--- config.mk ---
export PLATFORM = sky130hd
export DESIGN_NAME = c17_bist_ctrl
export DESIGN_NICKNAME = d
export VERILOG_FILES = /design/src/rtl/c17_bist_ctrl.sv
export SDC_FILE = /design/constraint.sdc
export NUM_CORES = 1
export LEC_CHECK = 0
export BUFFER_PORTS_ARGS = -buffer_cell sky130_fd_sc_hd__buf_2
export CAP_MARGIN = 20
export CORE_UTILIZATION = 55
export CTS_CLUSTER_SIZE = 16
export DETAILED_ROUTE_END_ITERATION = 7
export PLACE_DENSITY_LB_ADDON = 0.05
export SLEW_MARGIN = 5
export SYNTH_ARGS = -nofsm -noshare
export SYNTH_HDL_FRONTEND = slang
export SYNTH_SLANG_ARGS = --single-unit
--- constraint.sdc ---
create_clock -name clk -period 4.34 [get_ports clk]
set_input_delay 0.217 -clock clk [delete_from_list [all_inputs] [get_ports clk]]
set_output_delay 0.217 -clock clk [all_outputs]
set_load 0.05 [all_outputs]
--- src/rtl/c17_bist_ctrl.sv ---
// c17_bist_ctrl
// ----------------------------------------------------------------------------
// Built-in self-test controller for the c17 combinational benchmark core.
// A run is launched with `start`. A 5-bit maximal LFSR supplies one pattern
// per clock on `pi`. The c17 responses on `po` are folded into an 8-bit MISR.
// After PATTERN_COUNT patterns the signature is compared with GOLDEN_SIG, and
// the result is held in DONE.
//
// Ports
//   clk          rising-edge clock
//   rst          synchronous, active-high reset (overrides everything)
//   start        launch a run (honoured in IDLE and DONE)
//   abort        cancel a run (honoured in RUN only; wins over start)
//   pi[4:0]      to c17: N1,N2,N3,N6,N7 (MSB..LSB); zero outside RUN
//   po[1:0]      from c17: N22,N23; sampled in the same cycle pi is shown
//   busy         high in RUN and COMPARE
//   done         high in DONE
//   pass         signature == GOLDEN_SIG; valid while done=1
//   signature    current MISR contents
//   pattern_idx  index of the pattern currently on pi
//   fsm_state    debug view of the controller state (IDLE=0,RUN=1,COMPARE=2,DONE=3)
//
// Handshake: start and abort are level-sampled request strobes. They are
// acted on at the rising edge only in the states listed above. done/pass is a
// sticky status that remains until the next start or rst.
module c17_bist_ctrl #(
   parameter int unsigned PATTERN_COUNT = 31,
   parameter logic [4:0]  LFSR_SEED     = 5'b00001,
   parameter logic [7:0]  MISR_SEED     = 8'h00,
   parameter logic [7:0]  GOLDEN_SIG    = 8'h00
) (
   input  logic       clk,
   input  logic       rst,
   input  logic       start,
   input  logic       abort,
   output logic [4:0] pi,
   input  logic [1:0] po,
   output logic       busy,
   output logic       done,
   output logic       pass,
   output logic [7:0] signature,
   output logic [7:0] pattern_idx,
   output logic [1:0] fsm_state
);

   typedef enum logic [1:0] {
      IDLE    = 2'd0,
      RUN     = 2'd1,
      COMPARE = 2'd2,
      DONE    = 2'd3
   } state_t;

   // An all-zero seed would lock the LFSR, so it is replaced by 1.
   localparam logic [4:0] SEED_EFF = (LFSR_SEED == 5'b00000) ? 5'b00001 : LFSR_SEED;
   localparam logic [7:0] LAST_IDX = 8'(PATTERN_COUNT - 1);

   state_t     state_q, state_d;
   logic [4:0] lfsr_q, lfsr_d;
   logic [7:0] misr_q, misr_d;
   logic [7:0] idx_q, idx_d;
   logic       pass_q, pass_d;

   logic [4:0] lfsr_next;
   logic [7:0] misr_next;
   logic       misr_fb;

   // x^5 + x^3 + 1, period 31
   assign lfsr_next = {lfsr_q[3:0], lfsr_q[4] ^ lfsr_q[2]};

   // The MISR shifts left with feedback, and po is XORed into the two low bits.
   assign misr_fb   = misr_q[7] ^ misr_q[5] ^ misr_q[4] ^ misr_q[3];
   assign misr_next = {misr_q[6:0], misr_fb} ^ {6'b0, po};

   always_comb begin
      state_d = state_q;
      lfsr_d  = lfsr_q;
      misr_d  = misr_q;
      idx_d   = idx_q;
      pass_d  = pass_q;
      unique case (state_q)
         IDLE, DONE: begin
            if (start) begin
               lfsr_d  = SEED_EFF;
               misr_d  = MISR_SEED;
               idx_d   = 8'd0;
               pass_d  = 1'b0;
               state_d = RUN;
            end
         end
         RUN: begin
            if (abort) begin
               // The MISR is left untouched on the abort edge.
               pass_d  = 1'b0;
               state_d = IDLE;
            end else begin
               misr_d = misr_next;
               idx_d  = idx_q + 8'd1;
               if (idx_q == LAST_IDX) begin
                  // The LFSR holds after the last pattern. pi is zero from here on.
                  state_d = COMPARE;
               end else begin
                  lfsr_d = lfsr_next;
               end
            end
         end
         COMPARE: begin
            pass_d  = (misr_q == GOLDEN_SIG);
            state_d = DONE;
         end
         default: state_d = IDLE;
      endcase
   end

   always_ff @(posedge clk) begin
      if (rst) begin
         state_q <= IDLE;
         lfsr_q  <= SEED_EFF;
         misr_q  <= MISR_SEED;
         idx_q   <= 8'd0;
         pass_q  <= 1'b0;
      end else begin
         state_q <= state_d;
         lfsr_q  <= lfsr_d;
         misr_q  <= misr_d;
         idx_q   <= idx_d;
         pass_q  <= pass_d;
      end
   end

   assign pi          = (state_q == RUN) ? lfsr_q : 5'b00000;
   assign busy        = (state_q == RUN) || (state_q == COMPARE);
   assign done        = (state_q == DONE);
   assign pass        = pass_q;
   assign signature   = misr_q;
   assign pattern_idx = idx_q;
   assign fsm_state   = state_q;

endmodule

==> results of run 1 <==
## kinds of logic after synthesis
group           after synthesis  share of synthesized area (%)
xor+xnor                      9                           7.18
simple gates                 64                           27.7
compound gates               30                           15.7
fa+ha+maj                     6                           5.83
buf+inv                      17                           6.31
flops                        24                           37.3
## final timing paths
path                     start      endpoint  slack [ns]  cells past startpoint
setup / recovery  fsm_state[0]     lfsr_q[4]        2.17                      5
hold / removal           po[1]  signature[1]        0.21                      4
setup reg to reg  fsm_state[0]     lfsr_q[4]        2.17                      5
hold reg to reg           pass          pass        0.48                      2
## per-layer routing
| layer | global-route usage (%) | up-vias | part of all wire [%] |
|---|---|---|---|
| li1 | - | 571 | - |
| met1 | 28.3 | 478 | 49 |
| met2 | 36.4 | 29 | 45 |
| met3 | 3.94 | 6 | 4.2 |
| met4 | 11.6 | 0 | 1.9 |
| met5 | 0 | - | 0 |
## critical path, stage by stage, from the launching register on
cell and delay (ns):
dfxtp_1 0.43, ha_1 0.62, nor2b_1 0.41, o211ai_2 0.27
nor3b_1 0.26, a31o_2 0.13
## per-stage QoR
stage,util [%],setup slack [ns],cells
2_1_floorplan,-,2.21,150
3_3_place_gp,64.4,2.26,199
3_5_place_dp,64.4,2.18,199
4_1_cts,66.0,2.16,203
5_1_grt,66.0,1.93,203
6_report,66.0,2.17,203
## area by class of cell
cell class                 count  area, µm²
fill                         205        752
timing repair buffer          31        155
inverter                       7       26.3
clock buffer                   4       36.3
sequential                    24        480
tap                           28       35.0
multi-input combinational    109        727
## power by group through the flow
| stage | combinational, mW | sequential [mW] | clock [mW] |
|---|---|---|---|
| floorplan | 0.0792 | 0.255 | 0 |
| global placement | 0.114 | 0.238 | 0 |
| detailed placement | 0.115 | 0.239 | 0 |
| CTS | 0.116 | 0.234 | 0.124 |
| global route | 0.126 | 0.235 | 0.132 |
| finish | 0.115 | 0.234 | 0.120 |
## synth_stat cells, types with 2 or more instances
master    count  share of area [%]
nor3b_1       4                2.3
or3_1         5                2.4
o21ai_0       6                2.3
and2_1        6                2.9
xnor2_1       5                3.4
xor2_1        3                2.0
a31o_2        4                2.7
nand3_1      11                4.3
nor2_1        9                2.6
nand4_1       3                1.5
inv_1         7                2.0
dfxtp_1      24                 37
buf_4         4                2.3
nor4_1        2               0.97
a21oi_1      14                5.4
nor2b_1       2               0.97
ha_1          6                5.8
and3_1        2               0.97
clkbuf_1      3               0.87
nand2_1      13                3.8
## flip-flops by register name, summed over array words and instances, names as in the netlist
signal and flops:
pattern_idx 8, lfsr_q 5, pass 1, fsm_state 2
signature 8
==> reports/metrics.csv, run 1 <==
metric,value,unit
status,"finished, final reports clean",
final_max_slew_viol_count,0,
period_minus_slack,2.17,ns
root_buffer,clkbuf_4,
dieArea,0.00254,mm²
p_total,0.469,mW
cts_buffers,3,
holdWs,0.206,ns
pwr-share-clk,25.6,%
worst-endpoint-required,4.62,ns
dieWidth,50.4,µm
wl_per_cell,12.4,µm
finalInstanceArea,0.00146,mm²
htree_levels,1,
tightest_slew,0.705,ns
antenna_found_initial,0,
rsz0062_at_grt,false,
port_buffers,31,
post-dp-hpwl,1830,µm
layout_commonest_cell,buf_2,
pwr-share-comb,24.6,%
min_period_over_period,49.9,%
powerDensity,321,mW/mm²
postSynth.asyncResetShare,0,%
intPower,0.308,mW
synth_flop_cell,dfxtp_1,
cp_max_fo,20,
fin_skew,0.00437,ns
critPathLaunchType,flop,
wirelength,2510,µm
area_growth,13.3,%
setup_viol,0,
drv_cap,0,
irDropWorstVdd,0.242,mV
placed_cell_area,0.00142,mm²
viasPerCell,5.34,
die_y,50.4,µm
endpoint_kind,flop,
overflow,0,
grt_pass1_wl,4350,µm
synth_edf_count,0,
final_cell_mix,"31 x buf_2, 24 x dfxtp_1, 14 x a21oi_1",
design.final.nets,188,
syn_area,0.00129,mm²
cts.sinks,24,
ys_ff_latch,24,
drtIter0Drc,21,
first_pass_iters,4,
yosysWarnings,0,
synth_cell_types,37,
finalHoldViolCount,0,
p_leak,0.626,nW
core,0.00221,mm²
syn_avg_cell_area,8.59,µm²
num_io_pins,32,
syn_inst,150,
hold_path.class,in2reg,
clk_latency,0.32,ns
track_usage,22.5,%
clk_path_buf_depth,2,
p_seq_share,49.8,%
postRouteAntennaNets,0,
via_count,1084,
start_util,58.3,%
syn-num-nets,162,
swShare,34.2,%
maxSlewHeadroom,52.9,%
grt_pass1_vias,994,
yosysSeqAreaShare,37.3,%
cts_resized,0,
path_class,reg2reg,
drc,0,
antenna_cells,0,
grt_max_degree,21,
gp_congestion,0.808,
post_cts_buffers,0,
drive_above_1_share,24.6,%
clkTransAtPathRegs,0.13,ns
std_cell_rows,17,
max_freq,462,MHz
worstPathArrival,2.44,ns
hold_buffers,0,
fin_tns_setup,0,ns
cts_tree,yes,
power_switching,0.160,mW
Power figures use the tool's default switching activity.
==> run 2, diff against run 1 <==
--- a/config.mk
+++ b/config.mk
@@ -5,9 +5,10 @@
 export SDC_FILE = /design/constraint.sdc
 export NUM_CORES = 1
 export LEC_CHECK = 0
+export ABC_AREA = 1
 export BUFFER_PORTS_ARGS = -buffer_cell sky130_fd_sc_hd__buf_2
 export CAP_MARGIN = 20
-export CORE_UTILIZATION = 55
+export CORE_UTILIZATION = 52
 export CTS_CLUSTER_SIZE = 16
 export DETAILED_ROUTE_END_ITERATION = 7
 export PLACE_DENSITY_LB_ADDON = 0.05
==> constraint.sdc (replaced) <==
create_clock -name clk -period 2.25 [get_ports clk]
set_input_delay 0.1125 -clock clk [delete_from_list [all_inputs] [get_ports clk]]
set_output_delay 0.1125 -clock clk [all_outputs]
set_load 0.05 [all_outputs]
==> run 2 against run 1 <==
Utilization is 0.97 points lower. Synthesized area hardly changed. Critical endpoint is now pattern_idx[2]. First-iteration DRC count is 9.5% higher. Count of clock-buffer cells in the layout stayed put. Hold slack worse by 0.13 ns. Die area is 5.6% higher. Routed wire length is 2.4% higher. Cell count is 22% higher. Clock skew is 0.0010 ns lower. Register-to-register slack worse by 1.9 ns. Sequential power is 100% higher.
==> reports/metrics.csv, run 2 <==
metric,value,unit
synth_flop_cell,dfxtp_1,
route.met2.wl,1190,µm
status,"finished, final reports clean",
grt_pass1_wl,4340,µm
final_max_slew_viol_count,0,
design.final.nets,232,
drt-met1-wl,1230,µm
fin_tns_setup,0,ns
cts_resized,0,
yosysSeqAreaShare,37.2,%
overflow,0,
core,0.00228,mm²
cts_tree,yes,
min_period_over_period,86.1,%
area_growth,14.7,%
netlist_top_cells_area,"dfxtp_1 37%, nand2_1 15%, inv_1 8.7%",
drtIter0Drc,23,
worstRegToRegCells,8,
drive_above_1_share,18.3,%
clk_path_buf_depth,2,
cp_max_fo,17,
ys_ff_latch,24,
viasPerCell,4.94,
fin_skew,0.00335,ns
postRouteAntennaNets,0,
dieArea,0.00268,mm²
endpoint_kind,flop,
holdWs,0.0758,ns
p_leak,0.754,nW
track_usage,21.5,%
dieWidth,51.8,µm
drc,0,
port_buffers,31,
num_io_pins,32,
post-dp-hpwl,1960,µm
via_count,1220,
stdcell_count,247,
whs_path_depth,4,
cts.sinks,24,
yosys.area.top_type,dfxtp_1,
rsz0062_at_grt,false,
post_cts_buffers,0,
std_cell_rows,17,
place_inst,243,
maxSlewHeadroom,71.2,%
synth_common_cells,"50 x nand2_1, 30 x inv_1, 24 x dfxtp_1",
synth_cell_types,22,
powerDensity,659,mW/mm²
tightest_slew,0.428,ns
wirelength,2570,µm
htree_levels,1,
gp_congestion,0.798,
synthDominantCellAreaShare,37.2,%
start_util,56.7,%
period_minus_slack,1.94,ns
hold_buffers,0,
wl_met3,134,µm
hold_path.class,in2reg,
layout_commonest_cell,nand2_1,
syn-num-nets,202,
drv_cap,0,
path_class,reg2reg,
first_pass_iters,4,
worst-endpoint-required,2.47,ns
synth.most_common_cell,nand2_1,
finalHoldViolCount,0,
synth_edf_count,0,
critPathLaunchType,flop,
worstPathArrival,2.15,ns
final_cell_mix,"50 x nand2_1, 31 x buf_2, 30 x inv_1",
cts_buffers,3,
die_y,51.8,µm
dr.max_layer_used,met4,
setup_viol,0,
clk_latency,0.31,ns
max_freq,516,MHz
syn_avg_cell_area,6.79,µm²
wl_per_cell,10.4,µm
clkTransAtPathRegs,0.13,ns
yosysWarnings,0,
setup_ws,0.314,ns
grt_pass1_vias,1050,
antenna_found_initial,0,
syn_inst,190,
place_ws,0.324,ns
syn_area,0.00129,mm²
irDropWorstVdd,0.489,mV
root_buffer,clkbuf_4,
grt_max_degree,18,
postSynth.asyncResetShare,0,%
antenna_cells,0,
==> run 2: changes by cell type after synthesis, sizes merged, moves of 6 or more <==
cell and change:
nand2 +38, or3 -6, nor2 +10, and2 -6, inv +24
==> run 2: routing by layer <==
metal | global-route usage, % | vias up
met1 | 26.9 | 536
met3 | 2.92 | 2
met4 | 9.46 | 0
li1 | - | 646
met2 | 36.4 | 36
met5 | 0 | -
==> run 2: where the power goes <==
part	leakage [nW]	internal (mW)	switching [mW]
logic	0.538	0.0732	0.202
clock network	0.0210	0.0988	0.129
registers	0.195	0.451	0.0210
total	0.754	0.623	0.352
==> run 2: critical path, stage by stage, from the launching register on <==
cell and delay [ns]:
dfxtp_1 0.45, inv_1 0.07, ha_1 0.34, nand2_2 0.13, nand3_4 0.19, o21ai_0 0.42
inv_1 0.09, o21ai_0 0.09, a21oi_1 0.06
==> run 2: cell families after synthesis <==
group	after synthesis	synth area share, %
xor gates and xnor gates	5	3.40
and+or+nand+nor	89	29.9
DFF	24	37.2
AOI/OAI and AO/OA	28	11.3
adders and majority gates	6	5.82
buffers and inverters	38	12.4
==> run 2: area by class of cell <==
cell class	count	area, µm²
Sequential cell	24	480
Fill cell	209	796
Tap cell	28	35.0
Inverter	31	116
Timing Repair Buffer	32	163
Multi-Input combinational cell	128	649
Clock buffer	4	36.3
==> run 2: path summary, 6_finish.rpt <==
kind	from	to	slack (ns)
setup / recovery	fsm_state[0]	pattern_idx[2]	0.31
setup reg to reg	fsm_state[0]	pattern_idx[2]	0.31
hold / removal	po[0]	signature[0]	0.08
hold reg to reg	pass	pass	0.48
==> run 2: metrics by stage <==
| step | util, % | total power [mW] | area [µm²] |
|---|---|---|---|
| after detailed placement | 63.4 | 0.757 | 1440 |
| after floorplan | - | 0.710 | 1290 |
| after global routing | 65.0 | 1.04 | 1480 |
| after global placement | 63.4 | 0.752 | 1440 |
| after CTS | 65.0 | 0.988 | 1480 |
| final | 65.0 | 0.975 | 1480 |
